--- config.mk ---
export PLATFORM = sky130hd
export DESIGN_NAME = trap_controller
export DESIGN_NICKNAME = d
export VERILOG_FILES = /design/src/rtl/rv32_trap_pkg.sv /design/src/rtl/trap_cause_encoder.sv /design/src/rtl/trap_controller.sv
export SDC_FILE = /design/constraint.sdc
export NUM_CORES = 1
export LEC_CHECK = 0
export ABC_CLOCK_PERIOD_IN_PS = 6600
export CORE_ASPECT_RATIO = 1.5
export CORE_MARGIN = 3
export CORE_UTILIZATION = 34
export DETAILED_ROUTE_END_ITERATION = 8
export GPL_TIMING_DRIVEN = 0
export PLACE_DENSITY = 0.88
export SYNTH_ARGS = -nofsm -noshare
export SYNTH_HDL_FRONTEND = slang
export SYNTH_HIERARCHICAL = 1
export SYNTH_SLANG_ARGS = --single-unit
--- constraint.sdc ---
create_clock -name clk -period 6.6 [get_ports clk]
set_input_delay 1.65 -clock clk [delete_from_list [all_inputs] [get_ports clk]]
set_output_delay 1.65 -clock clk [all_outputs]
set_load 0.005 [all_outputs]
--- src/rtl/rv32_trap_pkg.sv ---
// Shared types and constants for the machine-mode trap sequencer.
// Contents: FSM state encoding, CSR addresses, mcause codes and a PC alignment helper.
package rv32_trap_pkg;

    localparam int unsigned XLEN    = 32;
    localparam int unsigned CSR_AW  = 12;
    localparam int unsigned CAUSE_W = 4;

    typedef enum logic [2:0] {
        IDLE      = 3'd0,
        WR_MEPC   = 3'd1,
        WR_MCAUSE = 3'd2,
        JMP_MTVEC = 3'd3,
        JMP_MEPC  = 3'd4
    } state_t;

    localparam logic [CSR_AW-1:0] CSR_MTVEC  = 12'h305;
    localparam logic [CSR_AW-1:0] CSR_MEPC   = 12'h341;
    localparam logic [CSR_AW-1:0] CSR_MCAUSE = 12'h343;

    localparam logic [CAUSE_W-1:0] CAUSE_INST_MISALIGNED  = 4'd0;
    localparam logic [CAUSE_W-1:0] CAUSE_ILLEGAL          = 4'd2;
    localparam logic [CAUSE_W-1:0] CAUSE_EBREAK           = 4'd3;
    localparam logic [CAUSE_W-1:0] CAUSE_LOAD_MISALIGNED  = 4'd4;
    localparam logic [CAUSE_W-1:0] CAUSE_STORE_MISALIGNED = 4'd6;
    localparam logic [CAUSE_W-1:0] CAUSE_ECALL            = 4'd11;

    // Force a word-aligned PC; the low two bits never reach the PC.
    function automatic logic [XLEN-1:0] align4(input logic [XLEN-1:0] a);
        return a & 32'hFFFF_FFFC;
    endfunction

endpackage

--- src/rtl/trap_cause_encoder.sv ---
// Fixed-priority encoder from the synchronous exception flags to an mcause code.
module trap_cause_encoder
    import rv32_trap_pkg::*;
(
    input  logic               i_inst_misaligned,
    input  logic               i_illegal,
    input  logic               i_ebreak,
    input  logic               i_ecall,
    input  logic               i_load_misaligned,
    input  logic               i_store_misaligned,
    output logic               o_valid,
    output logic [CAUSE_W-1:0] o_cause
);

    // ecall deliberately outranks the load/store misalignment faults.
    always_comb begin
        o_valid = 1'b1;
        o_cause = CAUSE_INST_MISALIGNED;
        if (i_inst_misaligned) begin
            o_cause = CAUSE_INST_MISALIGNED;
        end else if (i_illegal) begin
            o_cause = CAUSE_ILLEGAL;
        end else if (i_ebreak) begin
            o_cause = CAUSE_EBREAK;
        end else if (i_ecall) begin
            o_cause = CAUSE_ECALL;
        end else if (i_load_misaligned) begin
            o_cause = CAUSE_LOAD_MISALIGNED;
        end else if (i_store_misaligned) begin
            o_cause = CAUSE_STORE_MISALIGNED;
        end else begin
            o_valid = 1'b0;
        end
    end

endmodule

--- src/rtl/trap_controller.sv ---
// CSR port arbiter and trap/MRET sequencer: passes the core Zicsr port through in IDLE,
// otherwise owns the port to write mepc/mcause and fetch mtvec or mepc for the PC redirect.
module trap_controller
    import rv32_trap_pkg::*;
#(
    parameter state_t RESET_STATE = IDLE
) (
    input  logic              clk,
    input  logic              reset,
    input  logic [CSR_AW-1:0] core_csr_read_address,
    input  logic              core_csr_write_enable,
    input  logic [CSR_AW-1:0] core_csr_write_address,
    input  logic [XLEN-1:0]   core_csr_write_data,
    input  logic [XLEN-1:0]   trap_pc,
    input  logic              exc_inst_misaligned,
    input  logic              exc_illegal,
    input  logic              exc_ebreak,
    input  logic              exc_ecall,
    input  logic              exc_load_misaligned,
    input  logic              exc_store_misaligned,
    input  logic              mret,
    input  logic [XLEN-1:0]   csr_read_data,
    output logic [CSR_AW-1:0] csr_read_address,
    output logic              csr_write_enable,
    output logic [CSR_AW-1:0] csr_write_address,
    output logic [XLEN-1:0]   csr_write_data,
    output logic              pc_redirect,
    output logic [XLEN-1:0]   redirect_target,
    output logic              trap_stall,
    output logic              busy
);

    state_t               r_state;
    state_t               w_next_state;
    logic [XLEN-1:0]      r_trap_pc;
    logic [CAUSE_W-1:0]   r_cause;
    logic                 w_exc_valid;
    logic [CAUSE_W-1:0]   w_exc_cause;

    trap_cause_encoder u_cause_enc (
        .i_inst_misaligned  (exc_inst_misaligned),
        .i_illegal          (exc_illegal),
        .i_ebreak           (exc_ebreak),
        .i_ecall            (exc_ecall),
        .i_load_misaligned  (exc_load_misaligned),
        .i_store_misaligned (exc_store_misaligned),
        .o_valid            (w_exc_valid),
        .o_cause            (w_exc_cause)
    );

    // State register plus the pc/cause captured in the request cycle.
    always_ff @(posedge clk or posedge reset) begin
        if (reset) begin
            r_state   <= RESET_STATE;
            r_trap_pc <= '0;
            r_cause   <= '0;
        end else begin
            r_state <= w_next_state;
            if (r_state == IDLE && w_exc_valid) begin
                r_trap_pc <= trap_pc;
                r_cause   <= w_exc_cause;
            end
        end
    end

    always_comb begin
        w_next_state      = r_state;
        csr_read_address  = core_csr_read_address;
        csr_write_enable  = 1'b0;
        csr_write_address = '0;
        csr_write_data    = '0;
        pc_redirect       = 1'b0;
        redirect_target   = '0;

        case (r_state)
            IDLE: begin
                csr_write_address = core_csr_write_address;
                csr_write_data    = core_csr_write_data;
                // A trapping instruction must not commit its own CSR write.
                csr_write_enable  = core_csr_write_enable & ~w_exc_valid;
                if (w_exc_valid) begin
                    w_next_state = WR_MEPC;
                end else if (mret) begin
                    w_next_state = JMP_MEPC;
                end
            end
            WR_MEPC: begin
                csr_write_enable  = 1'b1;
                csr_write_address = CSR_MEPC;
                csr_write_data    = align4(r_trap_pc);
                w_next_state      = WR_MCAUSE;
            end
            WR_MCAUSE: begin
                csr_write_enable  = 1'b1;
                csr_write_address = CSR_MCAUSE;
                csr_write_data    = XLEN'(r_cause);
                w_next_state      = JMP_MTVEC;
            end
            JMP_MTVEC: begin
                csr_read_address = CSR_MTVEC;
                pc_redirect      = 1'b1;
                redirect_target  = align4(csr_read_data);
                w_next_state     = IDLE;
            end
            JMP_MEPC: begin
                csr_read_address = CSR_MEPC;
                pc_redirect      = 1'b1;
                redirect_target  = align4(csr_read_data);
                w_next_state     = IDLE;
            end
            default: begin
                w_next_state = IDLE;
            end
        endcase

        // Hold the write/redirect side quiet while reset is applied.
        if (reset) begin
            csr_write_enable  = 1'b0;
            csr_write_address = '0;
            csr_write_data    = '0;
            pc_redirect       = 1'b0;
            redirect_target   = '0;
        end
    end

    assign busy       = (r_state != IDLE);
    assign trap_stall = busy | w_exc_valid | mret;

endmodule

After elaboration in Yosys (flattened, before gate mapping) --
Index checks and enable logic that the tools add are counted.
Operators by class: multiplexer cells 26, bitwise gates (word level) 4, eq/ne operators 5, reductions and logical operators 5
Operators with widths (number):
- 32-bit two-way mux | 3
- 32-bit case mux with 3 select lines | 1
- 12-bit case mux with 3 select lines | 1
- 12-bit case mux with 2 select lines | 1
- 4-bit two-way mux | 5
- 12-bit two-way mux | 1
- 1-bit two-way mux | 9
- 3-bit two-way mux | 3
- 3-bit case mux with 3 select lines | 1
- 3-bit by 2-bit == test with 1-bit output, second input constant | 2
- 2-bit OR reduction | 2
- 3-bit by 1-bit == test with 1-bit output, second input constant | 1
- 3-bit == test, second input constant | 1
- 3-bit logical NOT | 1
- 3-bit != test, second input constant | 1
- 3-bit nonzero test | 1
- 1-bit bitwise OR | 2
- 1-bit case mux with 2 select lines | 1
- 1-bit AND | 1
- 1-bit logical AND | 1
- 1-bit inverter | 1
Word-level totals: word-level logic and storage cells 43, register bits 39

Depth between registers and ports, before layout --
Gate-level depths: netlist of the first run.
depth in word-level cells 10, depth in mapped cells 6, depth with buffers taken out 4

Hierarchy --
Netlist of the first run, hierarchy kept.
Modules (own cells, without submodules):
- trap_controller | cells an instance 246, instances 1, area an instance 2379.8 um^2, sequential area each 925.9 um^2
- trap_cause_encoder | cells an instance 10, instances 1, area an instance 55.1 um^2, sequential area each 0.0 um^2

Worst setup path before layout of the first run --
Ideal clock, no wire load.
path type input -> output, start point input port exc_inst_misaligned, end point output port trap_stall, cell stages on the path 3, data required time 4.950 ns, slack 2.025 ns, arrival time 2.925 ns, cell sequence or4_1 > or3_1 > or3_1
Between the ends: word-level cells in the longest chain between the ends 3
Ends and longest elaborated chain:
- start: declaration | line trap_controller.sv:15 | input logic exc_inst_misaligned,
- 1-bit two-way mux | line trap_cause_encoder.sv:19 | if (i_inst_misaligned) begin
- via w_exc_valid | line trap_controller.sv:37 | logic w_exc_valid;
- 1-bit bitwise OR (2 in series) | line trap_controller.sv:127 | assign trap_stall = busy | w_exc_valid | mret;
- end: declaration | line trap_controller.sv:29 | output logic trap_stall,
The timed path passes the listed nets, and every way through them passes these cells.

Worst setup path in the final report of the first run --
Ends and elaborated chain as after synthesis.

==> results.ini, run 1 <==
[outcome]
status = finished, final reports clean

[clock_network]
numCtsBuffers = 5
postCtsResizedCells = 0
cts_hold_buf = 0
root_buffer = clkbuf_8
ctsLongestPathBuffers = 2
cts_tree = done
clock_latency_ps = 290
cts_setup_buffers = 0
cts.sinks = 37
ctsHtreeMaxLevel = 2
clkTransAtPathRegs_ps = 70

[yosys]
synth_top_area_share_pct = 38.0
synth_most_common_cell = nor2_1
postSynthCellCount = 256
synthTopCellsByCount = nor2_1, and2_1, dfrtp_1
netlist_area_um2 = 2430
async_flop_share_pct = 100
synth_compound_area_share_pct = 11.4
ys_ff_latch = 37
yosys_warnings = 6
synthMuxAreaShare_pct = 17.0
yosys.area_share.simple_pct = 26.4
synth_top_cell_by_area = dfrtp_1
synth_adder_area_share_pct = 0
synth_edf_count = 0
ys_top_cells_by_area = dfrtp_1, mux2_1, and2_1
avgSynthCellArea_um2 = 9.51
synth_flop_cell = dfrtp_1
synthDistinctLibCells = 32
synth_xor_area_share_pct = 0.360
synth_top_family_by_area = simple AND/OR/NAND/NOR gates
synth.yosys.seq_area_share_pct = 38.0

[setup_path]
end_kind = output port
cp.required_ps = 4950
crit_buf_inv = 2
cp_top_family = simple AND/OR/NAND/NOR gates
max_stage_delay_ps = 560
path_cells = clkdlybuf4s50_1 > or4_1 > or3_1 > or3_1 > clkdlybuf4s50_1
crit_type = in -> out
worstPathMaxFanout = 5
arrival_ps = 3970
critPathLaunchType = input pin
cp_slowest_cell = or4_1

[floorplanning]
dieHeight_um = 110
dieArea_um2 = 8230
core-area_um2 = 6900
fp.dieW_um = 75.1
initial_utilization_pct = 35.3
rows = 37
io_pins = 222

[timing]
fin_crit_ps = 5620
whs_ps = 490
tns_ps = 0
fmax_mhz = 178
rsz0062_at_grt = false
worst_slew_pin_slew_ps = 837
slew_headroom_pct = 44.1
hold_viol = 0
finalSetupViolCount = 0
fin_skew_ps = 9.60
drv_slew = 0
period_share_pct = 85.1

[detailed_routing]
antenna_left = 0
post_drt_wl_per_cell_um = 17.1
drtPass1Iterations = 4
avgViaCountPerCell = 4.96
route.detailed.drc = 0
vias = 2766
drtIter0Drc = 107
totalWireLength_mm = 9.54

[grt]
grt_antenna_before_repair = 0
grt-ovfl-total = 0
groute.usage.overall_pct = 21.9
grt_pass1_wl_mm = 13.6
grt_pass1_vias = 2787
grt_max_degree = 45

[pwr]
ir_drop_mv = 0.202
p_per_area_nw_per_um2 = 276
p_leak_nw = 1.92

[finish]
layout.nets = 609
diodes = 0
fillerInstances = 560
area_growth_syn_to_layout_pct = 97.3
regArea_um2 = 926
final_layout_size_suffix_gt1_share_pct = 6.88
final_util_pct = 69.6
multi_input_area_um2 = 1350

[job]
maxCapViolations = 0

[placement]
globalplace.congestion = 0.811
portBuffers = 215
hpwlAfterDp_mm = 7.90

[worst_hold_path]
hold_path.class = reg -> reg

## layer usage
layer / global-route usage [%] / vias up / share of wire, %
met4: 5.73 / 0 / 1.6
met5: 0 / - / 0
li1: - / 1328 / -
met1: 20.7 / 1285 / 32
met3: 9.61 / 14 / 13
met2: 41.4 / 139 / 53
## report_power, final
group          total (W)  internal [W]  switching [W]  leakage, nW
Combinational   0.000738      0.000431       0.000307         1.42
Sequential      0.000394      0.000334      0.0000591        0.441
Clock           0.000196      0.000113      0.0000830       0.0543
Total            0.00133      0.000878       0.000449         1.92
## area by class of cell
type                            instances  share of cell area, %
Clock inverter                          3                  0.964
Inverter                                2                  0.156
Clock buffer                            5                   1.43
Tap cell                               78                   2.03
Sequential cell                        37                   19.3
Buffer                                 22                   3.20
Multi-Input combinational cell        196                   28.1
Timing Repair Buffer                  215                   44.8
## worst reg2reg max path, cell delays in order, from the launching register on
cell	delay, ps
dfrtp_1	470
nor3_4	470
and2_1	200
buf_4	170
buf_6	170
mux2_1	340
## stage by stage
| stage | instance area [um2] | total power [W] | instances | setup slack (ps) |
|---|---|---|---|---|
| after floorplan | 2440 | 0.000784 | 257 | 2020 |
| after global placement | 4690 | 0.00111 | 550 | 719 |
| after detailed placement | 4690 | 0.00114 | 550 | 998 |
| after CTS | 4800 | 0.00134 | 558 | 1000 |
| after global routing | 4800 | 0.00143 | 558 | 936 |
| final | 4800 | 0.00133 | 558 | 981 |
## cell usage in the layout, fill, tap and decap left out, drive strengths merged, types with 3 or more instances in the layout
| master | count |
|---|---|
| dfrtp | 37 |
| nor2 | 46 |
| nand2 | 3 |
| a22oi | 28 |
| and3 | 7 |
| a21oi | 4 |
| clkdlybuf4s50 | 215 |
| nor3 | 4 |
| and2 | 38 |
| nor4 | 3 |
| buf | 16 |
| a211oi | 4 |
| mux2 | 35 |
| clkbuf | 11 |
| nand2b | 7 |
## final timing paths
| path | from | end | slack [ps] | cells after the start |
|---|---|---|---|---|
| worst min register to register | r_trap_pc[28] | r_trap_pc[28] | 490 | 1 |
| max in group asynchronous | reset | r_trap_pc[28] | 4040 | 2 |
| worst max register to register | r_state[0] | r_cause[2] | 4670 | 5 |
| min in group asynchronous | reset | r_trap_pc[5] | 2040 | 2 |
| worst max-delay path | exc_inst_misaligned | trap_stall | 980 | 5 |
| worst min-delay path | r_trap_pc[28] | r_trap_pc[28] | 490 | 1 |
## kinds of logic after synthesis
kind of cell | Yosys count
compound gates | 38
xor+xnor | 1
buf+inv | 24
flops | 37
mux | 37
other cells | 1
simple gates | 118
## state kept, by name, summed over array words and instances, names as in the netlist
name / flops
r_trap_pc: 30
r_state: 3
r_cause: 4
No activity file was read; power rests on OpenSTA's default activity.
==> inputs of run 2 (changes only) <==
--- a/config.mk
+++ b/config.mk
@@ -9,9 +9,11 @@
 export CORE_ASPECT_RATIO = 1.5
 export CORE_MARGIN = 3
 export CORE_UTILIZATION = 34
+export CTS_CLUSTER_SIZE = 16
 export DETAILED_ROUTE_END_ITERATION = 8
 export GPL_TIMING_DRIVEN = 0
-export PLACE_DENSITY = 0.88
+export PLACE_DENSITY = 0.91
+export RECOVER_POWER = 25
 export SYNTH_ARGS = -nofsm -noshare
 export SYNTH_HDL_FRONTEND = slang
 export SYNTH_HIERARCHICAL = 1
==> run 2 against run 1 <==
Against the previous run: core utilization decreased by 0.47 points; count of clock-buffer cells in the layout increased by 2; non-clock buffer count unchanged; critical path type unchanged; highest routed layer unchanged.
==> results.ini, run 2 (synthesis results as in run 1) <==
[placement]
portBuffers = 215  ; unchanged
globalplace.congestion = 0.782  ; was 0.811
hpwlAfterDp_mm = 8.09  ; was 7.90 mm

[grt]
grt_pass1_wl_mm = 13.8  ; was 13.6 mm
grt_antenna_before_repair = 0  ; unchanged
grt_max_degree = 45  ; unchanged
grt-ovfl-total = 0  ; unchanged
grt_pass1_vias = 2795  ; was 2787
groute.usage.overall_pct = 22.4  ; was 21.9%

[detailed_routing]
vias = 2730  ; was 2766
drtIter0Drc = 80  ; was 107
avgViaCountPerCell = 4.90  ; was 4.96
post_drt_wl_per_cell_um = 17.3  ; was 17.1 um
drtPass1Iterations = 4  ; unchanged
route.detailed.drc = 0  ; unchanged
antenna_left = 0  ; unchanged
totalWireLength_mm = 9.62  ; was 9.54 mm

[worst_hold_path]
hold_path.class = reg -> reg  ; unchanged

[floorplanning]
fp.dieW_um = 75.1  ; unchanged
initial_utilization_pct = 35.3  ; unchanged
io_pins = 222  ; unchanged
rows = 37  ; unchanged
dieHeight_um = 110  ; unchanged
dieArea_um2 = 8230  ; unchanged
core-area_um2 = 6900  ; unchanged

[finish]
layout.nets = 609  ; unchanged
regMostFlops = r_trap_pc  ; unchanged
mostFrequentLayoutCells = clkdlybuf4s50_1, nor2_1, and2_1  ; unchanged
largest_reg_flops = 30  ; unchanged
diodes = 0  ; unchanged
fillerInstances = 552  ; was 560
final_common_cell = clkdlybuf4s50_1  ; unchanged
multi_input_area_um2 = 1350  ; unchanged
largestRegisters = r_trap_pc x30, r_cause x4, r_state x3  ; unchanged
regArea_um2 = 926  ; unchanged
area_growth_syn_to_layout_pct = 95.9  ; was 97.3%
final_layout_size_suffix_gt1_share_pct = 6.26  ; was 6.88%

[clock_network]
numCtsBuffers = 5  ; unchanged
root_buffer = clkbuf_8  ; unchanged
postCtsResizedCells = 0  ; unchanged
cts_hold_buf = 0  ; unchanged
cts.sinks = 37  ; unchanged
clkTransAtPathRegs_ps = 70  ; about the same
ctsHtreeMaxLevel = 2  ; unchanged
cts_setup_buffers = 0  ; unchanged
ctsLongestPathBuffers = 2  ; unchanged
clock_latency_ps = 280  ; was 290 ps
cts_tree = done  ; unchanged

[timing]
rsz0062_at_grt = false  ; unchanged
whs_ps = 489  ; was 490 ps
fin_crit_ps = 5760  ; was 5620 ps
fin_skew_ps = 3.77  ; was 9.60 ps
fmax_mhz = 174  ; was 178 MHz
worst_slew_pin_slew_ps = 849  ; was 837 ps
slew_headroom_pct = 43.3  ; was 44.1%
drv_slew = 0  ; unchanged
period_share_pct = 87.3  ; was 85.1%
hold_viol = 0  ; unchanged
finalSetupViolCount = 0  ; unchanged
tns_ps = 0  ; unchanged

[pwr]
ir_drop_mv = 0.206  ; was 0.202 mV
p_leak_nw = 1.91  ; was 1.92 nW
p_per_area_nw_per_um2 = 270  ; was 276 nW/um2

[outcome]
status = finished, final reports clean  ; unchanged

[setup_path]
worstPathMaxFanout = 5  ; unchanged
cp.required_ps = 4950  ; about the same
end_kind = output port  ; unchanged
arrival_ps = 4110  ; was 3970 ps
crit_type = in -> out  ; unchanged
critPathLaunchType = input pin  ; unchanged

[job]
maxCapViolations = 0  ; unchanged

-- run 2: changes by cell type in the layout (fill, tap and decap cells not counted) --
cell,delta
clkdlybuf4s50_1,-2
buf_4,-1
bufinv_16,-1
clkinv_4,-1
dlygate4sd3_1,+2
clkbuf_1,+2
clkbuf_8,+1
clkinvlp_4,-1
-- run 2: critical path, stage by stage --
cell and delay (ps):
dlygate4sd3_1 580, or4_1 570, or3_1 420, or3_1 400, clkdlybuf4s50_1 490
-- run 2: worst paths after layout --
kind	from	to	slack [ps]	cells after the start
setup / recovery	exc_inst_misaligned	trap_stall	840	5
setup reg to reg	r_state[0]	r_cause[2]	4440	5
hold / removal	r_trap_pc[7]	r_trap_pc[7]	490	1
hold reg to reg	r_trap_pc[7]	r_trap_pc[7]	490	1
min in group asynchronous	reset	r_cause[1]	2140	2
max in group asynchronous	reset	r_trap_pc[23]	3920	2
-- run 2: layout make-up --
type / count / share of cell area (%)
clock buffers: 7 / 1.81
multi-input cells: 196 / 28.3
well taps: 78 / 2.05
inverters: 2 / 0.157
flip-flops and latches: 37 / 19.4
repair buffers: 215 / 45.1
plain buffers: 22 / 3.15
-- run 2: where the power goes --
part	switching (W)	internal [W]
Combinational	0.000310	0.000427
Clock	0.0000745	0.0000829
Sequential	0.0000569	0.000335
-- run 2: metal layers --
| layer | vias up | global-route usage [%] | part of all wire [%] |
|---|---|---|---|
| met5 | - | 0 | 0 |
| met4 | 0 | 4.45 | 0.89 |
| met3 | 6 | 11.3 | 14 |
| met2 | 138 | 41.5 | 53 |
| met1 | 1258 | 21.7 | 32 |
| li1 | 1328 | - | - |
-- run 2: through the flow --
step	setup slack (ps)	area, um2	utilization [%]	instances	total power, W
floorplan	2020	2440	-	257	0.000784
global placement	717	4690	68.0	550	0.00112
detailed placement	989	4690	68.0	550	0.00115
CTS	973	4770	69.2	557	0.00131
global route	788	4770	69.2	557	0.00139
finish	841	4770	69.2	557	0.00129
